**src/rtl/spi_arbiter.sv**
```systemverilog
// Round-robin arbiter/sequencer sharing one spi_master among N requesters,
// with a chip-select guard gap after each transaction and a WAIT timeout.
module spi_arbiter #(
  parameter int N          = 4,
  parameter int W          = 8,
  parameter int GAP_CYCLES = 4,
  parameter int TIMEOUT    = 1024
) (
  input  logic             clkIn,
  input  logic             rstIn,
  input  logic [N-1:0]     reqIn,
  input  logic [N*W-1:0]   txDataIn,
  output logic [N-1:0]     grantOut,
  output logic [N-1:0]     doneOut,
  output logic [N-1:0]     errOut,
  output logic [W-1:0]     rxDataOut,
  output logic             busyOut,
  output logic             spiEnOut,
  output logic [W-1:0]     spiTxDataOut,
  input  logic [W-1:0]     spiRxDataIn,
  input  logic             spiDoneIn,
  output logic [1:0]       dbgState
);

  localparam int IW = (N > 1) ? $clog2(N) : 1;
  localparam int TW = (TIMEOUT > 1) ? $clog2(TIMEOUT) : 1;
  localparam int GW = (GAP_CYCLES > 1) ? $clog2(GAP_CYCLES) : 1;

  typedef enum logic [1:0] {IDLE, START, WAIT, GAP} state_t;

  state_t         state;
  logic [IW-1:0]  ptr;
  logic [IW-1:0]  idx;
  logic [TW-1:0]  wait_cnt;
  logic [GW-1:0]  gap_cnt;

  logic [2*N-1:0] req_rot_full;
  logic [N-1:0]   req_rot;
  logic [IW-1:0]  sel_idx;
  logic           sel_found;
  logic [IW-1:0]  ptr_next;
  logic           timeout_hit;

  // Rotate requests so bit 0 is the pointer position; lowest set bit wins.
  assign req_rot_full = {reqIn, reqIn} >> ptr;
  assign req_rot      = req_rot_full[N-1:0];

  always_comb begin
    sel_idx   = '0;
    sel_found = 1'b0;
    for (int k = N - 1; k >= 0; k--) begin
      if (req_rot[k]) begin
        sel_idx   = IW'((int'(ptr) + k) % N);
        sel_found = 1'b1;
      end
    end
  end

  assign ptr_next    = (idx == IW'(N - 1)) ? '0 : idx + 1'b1;
  assign timeout_hit = (TIMEOUT != 0) && (wait_cnt == TW'(TIMEOUT - 1));
  assign busyOut     = (state != IDLE);
  assign dbgState    = state;

  always_ff @(posedge clkIn) begin
    if (rstIn) begin
      state        <= IDLE;
      ptr          <= '0;
      idx          <= '0;
      wait_cnt     <= '0;
      gap_cnt      <= '0;
      grantOut     <= '0;
      doneOut      <= '0;
      errOut       <= '0;
      rxDataOut    <= '0;
      spiEnOut     <= 1'b0;
      spiTxDataOut <= '0;
    end else begin
      doneOut  <= '0;
      errOut   <= '0;
      spiEnOut <= 1'b0;
      case (state)
        IDLE: begin
          if (sel_found) begin
            idx          <= sel_idx;
            grantOut     <= N'(1) << sel_idx;
            spiTxDataOut <= txDataIn[sel_idx*W +: W];
            spiEnOut     <= 1'b1;
            state        <= START;
          end
        end
        START: begin
          wait_cnt <= '0;
          state    <= WAIT;
        end
        WAIT: begin
          wait_cnt <= wait_cnt + 1'b1;
          // A completion in the timeout cycle still counts as a success.
          if (spiDoneIn) begin
            rxDataOut <= spiRxDataIn;
            doneOut   <= grantOut;
            grantOut  <= '0;
            gap_cnt   <= '0;
            ptr       <= ptr_next;
            state     <= GAP;
          end else if (timeout_hit) begin
            doneOut  <= grantOut;
            errOut   <= grantOut;
            grantOut <= '0;
            gap_cnt  <= '0;
            ptr      <= ptr_next;
            state    <= GAP;
          end
        end
        GAP: begin
          if (gap_cnt == GW'(GAP_CYCLES - 1)) begin
            state <= IDLE;
          end else begin
            gap_cnt <= gap_cnt + 1'b1;
          end
        end
        default: state <= IDLE;
      endcase
    end
  end

endmodule

```
**config.mk**
```make
export PLATFORM = sky130hd
export DESIGN_NAME = spi_arbiter
export DESIGN_NICKNAME = d
export VERILOG_FILES = /design/src/rtl/spi_arbiter.sv
export SDC_FILE = /design/constraint.sdc
export NUM_CORES = 1
export LEC_CHECK = 0
export ABC_AREA = 1
export ABC_CLOCK_PERIOD_IN_PS = 2900
export BUFFER_PORTS_ARGS = -buffer_cell sky130_fd_sc_hd__buf_2
export CORE_ASPECT_RATIO = 0.7
export CORE_MARGIN = 3
export CORE_UTILIZATION = 29
export CTS_CLUSTER_DIAMETER = 150
export DETAILED_ROUTE_END_ITERATION = 12
export PLACE_DENSITY = 0.56
export SYNTH_ARGS = -nofsm -noshare
export SYNTH_HDL_FRONTEND = slang
export SYNTH_SLANG_ARGS = --single-unit
```
**constraint.sdc**
```tcl
create_clock -name clkIn -period 2.9 [get_ports clkIn]
set_input_delay 0.145 -clock clkIn [delete_from_list [all_inputs] [get_ports clkIn]]
set_output_delay 0.145 -clock clkIn [all_outputs]
set_load 0.03 [all_outputs]
```
==> results.json <==
{
  "slew_violations": 0,
  "dp_hpwl_mm": 4.92,
  "io_pins": 79,
  "finalClockSkew_ns": 0.00291,
  "cp.required_ns": 3.07,
  "grt_pass1_vias": 2310,
  "place_ws_ns": 0.783,
  "final_area_sq_um": 3010,
  "synth_edf_count": 0,
  "vias_per_cell": 4.57,
  "cts_tree": "yes",
  "drt_iter0_markers": 103,
  "place_inst": 528,
  "rsz0062_at_grt": "no",
  "post-synth-top-count-cell": "nor2_1",
  "yosys_warnings": 0,
  "crit_path_cell_trace": "inv_4 > nand2_2 > nand3_1 > nand2_2 > inv_1 > nand2_1 > nand3_1 > buf_4 > nand3_1 > nand3_1 > nor2_1 > nor2_1",
  "fin_crit_ns": 2.14,
  "end_kind": "register",
  "grt_antenna_before_repair": 0,
  "p_per_area_nw_per_um2": 915,
  "placed_cell_area_sq_um": 2860,
  "drive_gt1_frac": 0.244,
  "cts_hold_buf": 0,
  "p_leak_nw": 1.53,
  "path_max_fanout": 13,
  "synth_top_area_cell": "dfxtp_1",
  "critical_path_arrival_ns": 2.32,
  "max_slew_margin": 0.642,
  "max_freq_mhz": 467,
  "cts-root-buf": "clkbuf_16",
  "rows": 27,
  "clk_latency_ns": 0.28,
  "hp-class": "in2reg",
  "synth_ff_type": "dfxtp_1",
  "dieArea_sq_um": 9470,
  "wire_per_inst_um": 11.8,
  "clkSlewWorstSetupHoldPaths_ns": 0.06,
  "final_cells": 535,
  "max_stage_delay_ns": 0.54,
  "crit_top_cell": "nand3_1",
  "syn_area_sq_um": 2410,
  "syn_area_per_cell_sq_um": 6.70,
  "cts_buffers": 5,
  "numClockSinks": 47,
  "routed_wirelength_mm": 6.32,
  "vias": 2445,
  "drt_first_pass_iters": 4,
  "grt-ovfl-total": 0,
  "place_congestion": 0.862,
  "startpoint_type": "register",
  "yosys-top-cells-area": "dfxtp_1 (39%), nor2_1 (10%), nand2_1 (9.8%), nand3_1 (7.1%), inv_1 (6.7%)",
  "synth_nets": 414,
  "area_delta_synth_final_pct": 24.6,
  "fin_ws_ns": 0.758,
  "grt_usage": 0.142,
  "ir_drop_mv": 0.427,
  "reg2reg_slack_ns": 0.76,
  "drc": 0,
  "worst_pin_slew_ns": 0.536,
  "grt_pass1_wl_mm": 10.8,
  "clock_path_buffers": 2,
  "status": "complete, no violations",
  "cts_resized": 0,
  "nFillCells": 883,
  "nets": 488,
  "critical_path_class": "reg2reg",
  "async_flop_share": 0,
  "fin_util": 0.377,
  "synthCells": 360,
  "drv_cap": 0,
  "fp.dieH_um": 82.3,
  "core_area_sq_um": 7970,
  "grt_max_degree": 28,
  "synth.distinct_cells": 26,
  "cts-htree-levels": 2,
  "diodes": 0,
  "cpMaxStageDelayCell": "dfxtp_1",
  "final_hold_viol_count": 0,
  "io_buffers": 78,
  "synth.top_cells.by_count": "nor2_1 (67), nand2_1 (63), dfxtp_1 (47), inv_1 (43), nand3_1 (34)",
  "seq_area_frac_synth": 0.390,
  "ant_nets": 0,
  "yosysTopAreaCellShare": 0.390,
  "cts_setup_buffers": 0,
  "period_share": 0.739,
  "synth_seq_cells": 47,
  "tns_ns": 0,
  "die_w_um": 115,
  "start_util": 0.303,
  "setup-violations-final": 0
}
-- kinds of logic after synthesis --
group | synth area share
compound gates | 0.102
xor+xnor | 0.00363
fa+ha+maj | 0.0363
buf+inv | 0.110
flops | 0.390
simple gates | 0.358
-- per-layer routing --
metal  GRT usage  wire length, um  up-vias  share of wire
li1            -                -     1297              -
met3      0.0430              492        8          0.078
met5           0                0        -              0
met4      0.0328               52        0         0.0082
met2       0.201             2420       77           0.38
met1       0.210             3350     1063           0.53
-- placed cells by master, fill, tap and decap left out --
| master | count |
|---|---|
| nor3_2 | 1 |
| ha_1 | 7 |
| inv_1 | 43 |
| inv_2 | 3 |
| dfxtp_1 | 47 |
| nand2_1 | 63 |
| a211oi_1 | 1 |
| o21ai_0 | 26 |
| a21oi_1 | 18 |
| nor2_2 | 1 |
| nor2_1 | 67 |
| nor3_1 | 10 |
| o211ai_1 | 1 |
| xor2_1 | 1 |
| o221a_2 | 1 |
| buf_4 | 2 |
| nand2_4 | 1 |
| clkinv_2 | 2 |
| nand3_1 | 34 |
| buf_2 | 78 |
| nand3_2 | 1 |
| clkbuf_16 | 5 |
| inv_4 | 1 |
| nand2_2 | 9 |
| nand4_1 | 10 |
| clkbuf_8 | 1 |
-- registers in the layout, indices dropped and copies added, names as in the netlist, 2 cells and up --
register / count
rxDataOut: 8
dbgState: 2
grantOut: 4
wait_cnt: 10
ptr: 2
doneOut: 4
errOut: 4
spiTxDataOut: 8
gap_cnt: 2
idx: 2
-- worst max-delay path, delay by kind of cell, from the launching register on --
kind          cells  cell delay (ns)
simple gates      9             1.02
buf+inv           3             0.47
flops             1             0.54
-- final timing paths --
path	from	endpoint	cells past startpoint
worst max-delay path	ptr[0]	spiTxDataOut[2]	12
worst min-delay path	spiRxDataIn[5]	rxDataOut[5]	3
worst max register to register	ptr[0]	spiTxDataOut[2]	12
worst min register to register	wait_cnt[9]	wait_cnt[9]	1
-- stage by stage --
| step | hold slack, ns | power (W) |
|---|---|---|
| 3_5_place_dp | 0.401 | 0.00221 |
| 3_3_place_gp | 0.394 | 0.00220 |
| 2_1_floorplan | 0.312 | 0.00191 |
| 6_report | 0.109 | 0.00275 |
| 5_1_grt | 0.128 | 0.00302 |
| 4_1_cts | 0.101 | 0.00279 |
-- area by class of cell --
type                            count  area (sq um)  area share
Clock buffer                        6           139      0.0462
Clock inverter                      1          5.00     0.00166
Inverter                           48           184      0.0611
Multi-Input combinational cell    252          1210       0.401
Sequential cell                    47           941       0.313
Tap cell                          101           126      0.0420
Timing Repair Buffer               80           405       0.135
-- power breakdown --
| group | switching (W) | internal (W) | total [W] |
|---|---|---|---|
| combinational | 0.000914 | 0.000397 | 0.00131 |
| clock | 0.000232 | 0.000337 | 0.000569 |
| sequential | 0.0000929 | 0.000781 | 0.000874 |
(Power assumes the default switching activity.)
